**config.mk**
```make
export PLATFORM = sky130hd
export DESIGN_NAME = fifo_flex
export DESIGN_NICKNAME = d
export VERILOG_FILES = /design/src/rtl/fifo_flex_pkg.sv /design/src/rtl/fifo_flex_ctrl.sv /design/src/rtl/fifo_flex.sv
export SDC_FILE = /design/constraint.sdc
export NUM_CORES = 1
export LEC_CHECK = 0
export ABC_CLOCK_PERIOD_IN_PS = 5000
export CORE_MARGIN = 2
export CORE_UTILIZATION = 60
export DETAILED_ROUTE_END_ITERATION = 10
export GPL_TIMING_DRIVEN = 0
export PLACE_DENSITY = 0.83
export SLEW_MARGIN = 20
export SYNTH_ARGS = -nofsm -noshare
export SYNTH_HDL_FRONTEND = slang
export SYNTH_SLANG_ARGS = --single-unit
```
**constraint.sdc**
```tcl
create_clock -name clk -period 5 [get_ports clk]
set_input_delay 1.25 -clock clk [delete_from_list [all_inputs] [get_ports clk]]
set_output_delay 1.25 -clock clk [all_outputs]
set_load 0.03 [all_outputs]
```
**src/rtl/fifo_flex_pkg.sv**
```systemverilog
// fifo_flex_pkg: shared definitions for the fifo_flex FWFT buffer.
//   fifo_depth(addr_w) : number of entries addressed by an addr_w-bit pointer
//   fifo_status_t      : bundle of the status flags decoded by fifo_flex_ctrl
package fifo_flex_pkg;

  function automatic int unsigned fifo_depth(input int unsigned addr_w);
    return 32'd1 << addr_w;
  endfunction

  typedef struct packed {
    logic empty;
    logic full;
    logic almost_empty;
    logic almost_full;
    logic overflow;
    logic underflow;
  } fifo_status_t;

endpackage

```
**src/rtl/fifo_flex_ctrl.sv**
```systemverilog
// fifo_flex_ctrl: pointer, occupancy and error-flag control for fifo_flex.
// Optional feature macro: FIFO_FLUSH_EN (adds flush_i).
// Ports:
//   clk_i, reset_i   clock, synchronous active-high reset
//   flush_i          (FIFO_FLUSH_EN only) empties the FIFO, flags kept
//   rd_i, wr_i       raw pop / push requests
//   w_addr_o         storage write address (tail)
//   r_addr_o         storage read address (head)
//   w_en_o           storage write enable (effective write)
//   count_o          occupancy 0..2**ADDR_WIDTH
//   status_o         decoded status flags
module fifo_flex_ctrl
  import fifo_flex_pkg::*;
#(
  parameter int unsigned ADDR_WIDTH    = 4,
  parameter int unsigned AFULL_THRESH  = 2**ADDR_WIDTH - 2,
  parameter int unsigned AEMPTY_THRESH = 2
) (
  input  logic                  clk_i,
  input  logic                  reset_i,
`ifdef FIFO_FLUSH_EN
  input  logic                  flush_i,
`endif
  input  logic                  rd_i,
  input  logic                  wr_i,
  output logic [ADDR_WIDTH-1:0] w_addr_o,
  output logic [ADDR_WIDTH-1:0] r_addr_o,
  output logic                  w_en_o,
  output logic [ADDR_WIDTH:0]   count_o,
  output fifo_status_t          status_o
);

  localparam logic [ADDR_WIDTH:0] DEPTH_C  = (ADDR_WIDTH+1)'(fifo_depth(ADDR_WIDTH));
  localparam logic [ADDR_WIDTH:0] AFULL_C  = (ADDR_WIDTH+1)'(AFULL_THRESH);
  localparam logic [ADDR_WIDTH:0] AEMPTY_C = (ADDR_WIDTH+1)'(AEMPTY_THRESH);

  logic [ADDR_WIDTH-1:0] w_ptr_q, w_ptr_d;
  logic [ADDR_WIDTH-1:0] r_ptr_q, r_ptr_d;
  logic [ADDR_WIDTH:0]   count_q, count_d;
  logic                  overflow_q, overflow_d;
  logic                  underflow_q, underflow_d;
  logic                  empty, full, re, we;

  // The count alone decides full/empty; pointers are never compared.
  assign empty = (count_q == '0);
  assign full  = (count_q == DEPTH_C);

  always_comb begin
    re          = rd_i & ~empty;
    // A write while full is admitted only when a pop frees the slot.
    we          = wr_i & (~full | rd_i);
    w_ptr_d     = w_ptr_q;
    r_ptr_d     = r_ptr_q;
    count_d     = count_q;
    overflow_d  = overflow_q  | (wr_i & full & ~rd_i);
    underflow_d = underflow_q | (rd_i & empty);
    if (we) w_ptr_d = w_ptr_q + ADDR_WIDTH'(1);
    if (re) r_ptr_d = r_ptr_q + ADDR_WIDTH'(1);
    case ({we, re})
      2'b10:   count_d = count_q + (ADDR_WIDTH+1)'(1);
      2'b01:   count_d = count_q - (ADDR_WIDTH+1)'(1);
      default: count_d = count_q;
    endcase
`ifdef FIFO_FLUSH_EN
    // Flush overrides rd/wr but leaves the sticky error flags untouched.
    if (flush_i) begin
      we          = 1'b0;
      re          = 1'b0;
      w_ptr_d     = '0;
      r_ptr_d     = '0;
      count_d     = '0;
      overflow_d  = overflow_q;
      underflow_d = underflow_q;
    end
`endif
  end

  always_ff @(posedge clk_i) begin
    if (reset_i) begin
      w_ptr_q     <= '0;
      r_ptr_q     <= '0;
      count_q     <= '0;
      overflow_q  <= 1'b0;
      underflow_q <= 1'b0;
    end else begin
      w_ptr_q     <= w_ptr_d;
      r_ptr_q     <= r_ptr_d;
      count_q     <= count_d;
      overflow_q  <= overflow_d;
      underflow_q <= underflow_d;
    end
  end

  assign w_addr_o = w_ptr_q;
  assign r_addr_o = r_ptr_q;
  assign w_en_o   = we;
  assign count_o  = count_q;

  always_comb begin
    status_o              = '0;
    status_o.empty        = empty;
    status_o.full         = full;
    status_o.almost_empty = (count_q <= AEMPTY_C);
    status_o.almost_full  = (count_q >= AFULL_C);
    status_o.overflow     = overflow_q;
    status_o.underflow    = underflow_q;
  end

endmodule

```
**src/rtl/fifo_flex.sv**
```systemverilog
// fifo_flex: parametrised first-word-fall-through FIFO with occupancy count,
// programmable almost-full/almost-empty flags and sticky overflow/underflow.
// Optional feature macro: FIFO_FLUSH_EN (adds the flush input).
// Ports:
//   clk, reset        clock, synchronous active-high reset
//   flush             (FIFO_FLUSH_EN only) empty the FIFO, error flags kept
//   rd, wr, w_data    pop head / push w_data
//   r_data            head entry, valid while empty=0 (zero read latency)
//   empty, full, almost_empty, almost_full, count   occupancy status
//   overflow, underflow                              sticky error flags
module fifo_flex
  import fifo_flex_pkg::*;
#(
  parameter int unsigned DATA_WIDTH    = 8,
  parameter int unsigned ADDR_WIDTH    = 4,
  parameter int unsigned AFULL_THRESH  = 2**ADDR_WIDTH - 2,
  parameter int unsigned AEMPTY_THRESH = 2
) (
  input  logic                  clk,
  input  logic                  reset,
`ifdef FIFO_FLUSH_EN
  input  logic                  flush,
`endif
  input  logic                  rd,
  input  logic                  wr,
  input  logic [DATA_WIDTH-1:0] w_data,
  output logic [DATA_WIDTH-1:0] r_data,
  output logic                  empty,
  output logic                  full,
  output logic                  almost_empty,
  output logic                  almost_full,
  output logic [ADDR_WIDTH:0]   count,
  output logic                  overflow,
  output logic                  underflow
);

  localparam int unsigned DEPTH = fifo_depth(ADDR_WIDTH);

  logic [DATA_WIDTH-1:0] mem_q [DEPTH];
  logic [ADDR_WIDTH-1:0] w_addr, r_addr;
  logic                  w_en;
  fifo_status_t          status;

  fifo_flex_ctrl #(
    .ADDR_WIDTH    (ADDR_WIDTH),
    .AFULL_THRESH  (AFULL_THRESH),
    .AEMPTY_THRESH (AEMPTY_THRESH)
  ) u_ctrl (
    .clk_i    (clk),
    .reset_i  (reset),
`ifdef FIFO_FLUSH_EN
    .flush_i  (flush),
`endif
    .rd_i     (rd),
    .wr_i     (wr),
    .w_addr_o (w_addr),
    .r_addr_o (r_addr),
    .w_en_o   (w_en),
    .count_o  (count),
    .status_o (status)
  );

  // Storage is intentionally not reset.
  always_ff @(posedge clk) begin
    if (w_en) mem_q[w_addr] <= w_data;
  end

  assign r_data       = mem_q[r_addr];
  assign empty        = status.empty;
  assign full         = status.full;
  assign almost_empty = status.almost_empty;
  assign almost_full  = status.almost_full;
  assign overflow     = status.overflow;
  assign underflow    = status.underflow;

endmodule

```
==> results of run 1 <==
-- logic make-up (layout without fill, tap and decap cells) --
logic type               count (synthesis)  after routing
AO/OA/AOI/OAI                           35             35
XOR/XNOR                                 8              8
adder cells (fa/ha/maj)                  9              9
buffers and inverters                   23             85
flip-flops                             147            147
multiplexers                            35             35
AND/OR/NAND/NOR                         74             74
-- metrics by stage --
stage	total power [W]	worst slack, ps	utilization	instance area (um^2)
6_report	0.00354	597	0.718	6950
5_1_grt	0.00367	430	0.718	6950
4_1_cts	0.00355	529	0.718	6950
3_5_place_dp	0.00239	847	0.661	6400
3_3_place_gp	0.00236	927	0.661	6400
2_1_floorplan	0.00208	1580	-	5940
-- cells in the mapped netlist (all sizes together) (2+ instances only) --
library cell / number
nor3: 3
edfxtp: 128
nor2b: 2
o21ai: 5
a21oi: 5
nand2b: 2
clkbuf: 10
mux4: 32
nand3: 3
xor2: 6
nand2: 13
mux2i: 3
a22oi: 16
nand4b: 2
or3: 3
buf: 8
inv: 5
nor4b: 2
dfxtp: 19
nor2: 18
and2: 17
xnor2: 2
o211ai: 2
nand4: 3
ha: 9
-- power groups by stage --
stage | combinational [W] | clock [W] | sequential (W)
floorplan | 0.000595 | 0 | 0.00149
global placement | 0.000907 | 0 | 0.00145
detailed placement | 0.000934 | 0 | 0.00145
CTS | 0.000944 | 0.00118 | 0.00143
global route | 0.00101 | 0.00123 | 0.00144
finish | 0.000937 | 0.00117 | 0.00143
-- metal layers --
layer / up-vias / GRT usage / part of all wire
met2: 116 / 0.401 / 0.51
li1: 1424 / - / -
met4: 0 / 0.0911 / 0.021
met5: - / 0 / 0
met1: 1638 / 0.329 / 0.42
met3: 28 / 0.0605 / 0.052
-- worst reg2reg max path, delay by kind of cell, from the launching register on --
| family | cells | cell delay (ps) |
|---|---|---|
| AOI/OAI and AO/OA | 3 | 810 |
| xor gates and xnor gates | 1 | 180 |
| adders and majority gates | 2 | 420 |
| buffers and inverters | 3 | 600 |
| DFF | 1 | 320 |
| and+or+nand+nor | 3 | 950 |
-- registers in the layout (all words and copies together) (netlist names), named ones only --
register / cells
mem_q: 128
u_ctrl.count_o: 5
u_ctrl.overflow_q: 1
u_ctrl.r_addr_o: 4
u_ctrl.underflow_q: 1
u_ctrl.w_addr_o: 4
-- final timing paths --
kind / startpoint / end / slack (ps)
setup / recovery: flip-flop / r_data[4] / 600
hold / removal: u_ctrl.underflow_q$_SDFF_PP0_ / u_ctrl.underflow_q$_SDFF_PP0_ / 480
setup reg to reg: u_ctrl.count_o[1]$_SDFFE_PP0P_ / u_ctrl.count_o[4]$_SDFFE_PP0P_ / 1680
hold reg to reg: u_ctrl.underflow_q$_SDFF_PP0_ / u_ctrl.underflow_q$_SDFF_PP0_ / 480
-- area by class of cell --
type	count	area, um^2	share of cell area
Buffer	18	87.6	0.0126
Timing Repair Buffer	30	300	0.0432
Inverter	5	18.8	0.00270
Clock inverter	15	134	0.0193
Tap cell	133	166	0.0239
Sequential cell	147	4220	0.608
Clock buffer	17	414	0.0596
Multi-Input combinational cell	161	1610	0.231
==> results.txt, run 1 <==
grt total ovfl: 0
critical path class: reg -> out
Final setup violation count: 0
global-route usage over all layers: 0.247
final hold violation count: 0
relative area change from synthesis to final layout: 17.1%
fraction of layout cells with a size suffix above 1: 0.183
total number of nets in the final design: 401
Area contributors post-synth: edfxtp_1 65%, mux4_2 12%, dfxtp_1 6.4%, a22oi_1 2.0%, ha_1 1.9%
fillcell total: 599
part of the total power dissipated in the clock network: 0.331
max-capacitance violation count: 0
final HPWL from detailed placement: 7530 um
slowest stage cell on the critical path: clkdlybuf4s50_1
CTS tree: yes
Chip Width: 103 um
count of buffers from port buffering: 30
y dimension of the die: 103 um
fraction of registers with async set or reset after synthesis: 0
unique cell type count in the Yosys netlist: 42
CTS-repair resized insts: 0
post-synthesis share of cell area spent on and, or, nand and nor gates: 0.0687
post-route worst hold slack: 482 ps
Seq/Total Area, Yosys: 0.712
run status: finished clean
total instance count after detailed placement: 494
CTS H-tree depth: 4
Worst-Margin Slew: 705 ps
via/cell ratio: 6.10
number of buffer and inverter instances along the worst setup path: 3
internal power: 0.00245 W
largest buffer count on any clock path: 2
number of buffers inserted by hold repair at cts: 0
final wirelength: 12,000 um
ports placed on the boundary: 31
switching portion of total power: 0.306
antenna violation net count after detailed routing: 0
ant diodes: 0
clock transition at the register clock pins on the worst setup and hold paths after CTS: 60 ps
arithmetic-cell share of the synthesized area counting full adders, half adders and majority gates: 0.0190
number of global-route vias before repair: 3,256
total vias in the final route: 3,206
critical-path cell list: clkbuf_1 -> buf_2 -> mux4_2 -> a22oi_1 -> nand2_1 -> clkdlybuf4s50_1
Slew headroom: 0.523
Detailed Route Iter0 Violations: 199
CTS Buf Count: 17
Synth Area in XOR/XNOR: 0.0118
share of Yosys cell area claimed by the top area cell type: 0.648
number of non-filler instances in the completed layout: 526
leakage power: 2.29 nW
placeable core area: 9680 um^2
fraction of power consumed by sequential logic: 0.404
endpoint kind of the worst setup timing path: output pin
share of synthesized area spent on multiplexers: 0.126
aggregate negative setup slack: 0 ps
count of final max-slew check failures: 0
initial core utilization: 0.613
commonest non-fill, non-tap cell in the layout: edfxtp_1
number of antenna violations at the first check in global routing: 0
largest family of logic cells by synthesized area: multiplexers
count of flip-flops with a built-in enable after synthesis: 128
setup repair after global routing missed its margin: false
Remaining DRCs: 0
post-route clock period utilization: 0.881
data arrival time of the worst path: 3150 ps
synthesis warning total: 0
total nets after synthesis: 352
maximum single-stage delay on the critical path: 600 ps
number of cell instances on the worst register-to-register path: 12
average wire per cell in the routed design: 22.8 um
number of search-and-repair iterations in the first detailed-routing pass: 5
cell type contributing the most total cell area after synthesis: edfxtp_1
Worst Clk Skew: 5.61 ps
number of standard cells after synthesis: 331
worst hold path class: reg -> reg
synthesized flop and latch total: 147
Clk Latency, worst-skew pair: 530 ps
launching element type of the critical path: flip-flop
Max Clock Freq: 0.227 GHz
first-pass GRT wire length: 18,200 um
buffer type at the clock tree root: clkbuf_8
Max IR drop VDD: 0.559 mV
predominant post-synthesis flop cell: edfxtp_1
die footprint: 10,700 um^2
complex-gate fraction of the synthesized area: 0.0445
net load switching power: 0.00108 W
Critical Path Stages: 6
largest net degree at the start of global routing: 17
number of cells on the worst hold path: 2
TritonCTS Sinks: 147
Worst path top cell family by delay: buffers and inverters
highest-count cells in the layout ignoring fill and taps: 128 x edfxtp_1, 32 x mux4_2, 30 x clkdlybuf4s50_1
Final min period: 4400 ps
total standard cell area after synthesis: 5940 um^2
data required time at the worst endpoint: 3750 ps
total power density per cell area: 509 nW/um^2
critical-path maximum fanout: 10
Placer Congestion: 0.790
power share of the combinational group: 0.265
Post-Synthesis Mean Instance Area: 17.9 um^2
buffers inserted during post-CTS setup optimization: 0
number of standard-cell rows in the floorplan: 36
Power figures use the tool's default switching activity.
==> inputs of run 2 (changes only) <==
- PLACE_DENSITY: 0.83 -> 0.76
==> run 2 against run 1 <==
Net effect:
- critical path depth did not move
- cell count stayed put
- sequential power is essentially flat
- setup slack worse by 59 ps
- total power rose by 1.5%
- non-clock buffer count did not move
- final area grew 0.72%
- fmax shrank 1.3%
- combinational power rose by 0.9%
==> results.txt, run 2 (synthesized netlist as in run 1, its figures left out) <==
run status: finished clean (unchanged)
number of cell instances on the worst register-to-register path: 12 (unchanged)
area occupied by registers: 4220 um^2 (unchanged)
Slew headroom: 0.525 (was 0.523)
aggregate negative setup slack: 0 ps (unchanged)
y dimension of the die: 103 um (unchanged)
multi-input logic area: 1610 um^2 (unchanged)
grt total ovfl: 0 (unchanged)
data required time at the worst endpoint: 3750 ps (about the same)
average wire per cell in the routed design: 22.7 um (was 22.8 um)
ant diodes: 0 (unchanged)
Clk Latency, worst-skew pair: 520 ps (was 530 ps)
buffer type at the clock tree root: clkbuf_8 (unchanged)
first-pass GRT wire length: 18,200 um (about the same)
internal power: 0.00255 W (was 0.00245 W)
largest buffer count on any clock path: 2 (unchanged)
total number of nets in the final design: 401 (unchanged)
data arrival time of the worst path: 3210 ps (was 3150 ps)
most flop-heavy register: mem_q (unchanged)
number of antenna violations at the first check in global routing: 0 (unchanged)
total power density per cell area: 513 nW/um^2 (was 509 nW/um^2)
worst hold path class: reg -> reg (unchanged)
critical-path maximum fanout: 10 (unchanged)
net load switching power: 0.00104 W (was 0.00108 W)
count of final max-slew check failures: 0 (unchanged)
number of buffer and inverter instances along the worst setup path: 3 (unchanged)
setup repair after global routing missed its margin: false (unchanged)
die footprint: 10,700 um^2 (unchanged)
number of non-filler instances in the completed layout: 526 (unchanged)
number of cells on the worst hold path: 2 (unchanged)
Critical Path Stages: 6 (unchanged)
number of global-route vias before repair: 3,183 (was 3,256)
clock transition at the register clock pins on the worst setup and hold paths after CTS: 60 ps (about the same)
global-route usage over all layers: 0.249 (was 0.247)
fraction of power consumed by sequential logic: 0.399 (was 0.404)
via/cell ratio: 5.98 (was 6.10)
CTS tree: yes (unchanged)
relative area change from synthesis to final layout: 17.9% (was 17.1%)
Worst Clk Skew: 6.79 ps (was 5.61 ps)
Final setup violation count: 0 (unchanged)
critical-path cell list: clkbuf_1 -> buf_2 -> mux4_2 -> a22oi_1 -> nand2_1 -> clkdlybuf4s50_1 (unchanged)
count of buffers from port buffering: 30 (unchanged)
Chip Width: 103 um (unchanged)
CTS-repair resized insts: 0 (unchanged)
ports placed on the boundary: 31 (unchanged)
launching element type of the critical path: flip-flop (unchanged)
final wirelength: 12,000 um (about the same)
post-route clock period utilization: 0.892 (was 0.881)
maximum single-stage delay on the critical path: 630 ps (was 600 ps)
buffers inserted during post-CTS setup optimization: 0 (unchanged)
number of standard-cell rows in the floorplan: 36 (unchanged)
number of search-and-repair iterations in the first detailed-routing pass: 5 (unchanged)
fillcell total: 599 (unchanged)
Detailed Route Iter0 Violations: 173 (was 199)
largest net degree at the start of global routing: 17 (unchanged)
switching portion of total power: 0.288 (was 0.306)
placeable core area: 9680 um^2 (unchanged)
critical path class: reg -> out (unchanged)
number of buffers inserted by hold repair at cts: 0 (unchanged)
total instance count after detailed placement: 494 (unchanged)
max-capacitance violation count: 0 (unchanged)
commonest non-fill, non-tap cell in the layout: edfxtp_1 (unchanged)
final HPWL from detailed placement: 7710 um (was 7530 um)
highest-count cells in the layout ignoring fill and taps: 128 x edfxtp_1, 32 x mux4_2, 30 x clkdlybuf4s50_1 (unchanged)
initial core utilization: 0.613 (unchanged)
Worst path top cell family by delay: buffers and inverters (unchanged)
Worst-Margin Slew: 713 ps (was 705 ps)
final hold violation count: 0 (unchanged)
total vias in the final route: 3,148 (was 3,206)
antenna violation net count after detailed routing: 0 (unchanged)
Max Clock Freq: 0.224 GHz (was 0.227 GHz)
flip-flop count of the largest register after layout: 128 (unchanged)
Remaining DRCs: 0 (unchanged)
TritonCTS Sinks: 147 (unchanged)
slowest stage cell on the critical path: clkdlybuf4s50_1 (unchanged)
CTS H-tree depth: 4 (unchanged)
power share of the combinational group: 0.263 (was 0.265)
Placer Congestion: 0.737 (was 0.790)
part of the total power dissipated in the clock network: 0.338 (was 0.331)
CTS Buf Count: 17 (unchanged)
endpoint kind of the worst setup timing path: output pin (unchanged)
leakage power: 2.31 nW (was 2.29 nW)
fraction of layout cells with a size suffix above 1: 0.183 (unchanged)
Final min period: 4460 ps (was 4400 ps)
Max IR drop VDD: 0.428 mV (was 0.559 mV)
==> run 2: cell types whose count changed in the layout (fill, tap and decap cells not counted) <==
cell / delta
clkinv_1: -1
inv_6: -4
clkbuf_8: +7
bufinv_16: -1
clkinv_2: -1
clkbuf_1: +1
clkbuf_16: +2
clkinv_4: -3
==> run 2: final cells by class <==
cell class / count / area share
plain buffers: 18 / 0.0125
clock buffers: 27 / 0.0806
clock inverters: 5 / 0.00483
inverters: 5 / 0.00268
multi-input cells: 161 / 0.229
flip-flops and latches: 147 / 0.603
well taps: 133 / 0.0238
repair buffers: 30 / 0.0429
==> run 2: through the flow <==
step | utilization | worst slack [ps] | cell area (um^2) | hold WS, ps | total power (W)
final | 0.723 | 538 | 7000 | 474 | 0.00359
after global routing | 0.723 | 405 | 7000 | 502 | 0.00373
after CTS | 0.723 | 493 | 7000 | 478 | 0.00361
after detailed placement | 0.661 | 875 | 6400 | 460 | 0.00240
after global placement | 0.661 | 926 | 6400 | 451 | 0.00237
after floorplan | - | 1580 | 5940 | 485 | 0.00208
==> run 2: layer usage <==
metal,vias up,wire length [um],global-route usage
met5,-,0,0
met4,0,223,0.0810
met3,18,856,0.0652
met2,131,6170,0.409
met1,1574,4700,0.328
li1,1425,-,-
==> run 2: worst paths after layout <==
check	startpoint	endpoint	slack, ps
setup / recovery	flip-flop	r_data[1]	540
hold reg to reg	u_ctrl.underflow_q$_SDFF_PP0_	u_ctrl.underflow_q$_SDFF_PP0_	470
setup reg to reg	u_ctrl.count_o[1]$_SDFFE_PP0P_	u_ctrl.count_o[4]$_SDFFE_PP0P_	1650
hold / removal	u_ctrl.underflow_q$_SDFF_PP0_	u_ctrl.underflow_q$_SDFF_PP0_	470
==> run 2: tightest hold or removal path, delay by kind of cell, from the launching register on <==
family | cells | cell delay, ps
AOI/OAI and AO/OA | 1 | 40
DFF | 1 | 330
and+or+nand+nor | 1 | 70
==> run 2: power by group through the flow <==
stage	Combinational [W]	Clock, W	Sequential, W
global placement	0.000925	0	0.00145
detailed placement	0.000943	0	0.00145
finish	0.000945	0.00121	0.00143
global route	0.00102	0.00128	0.00144
floorplan	0.000595	0	0.00149
CTS	0.000955	0.00123	0.00143
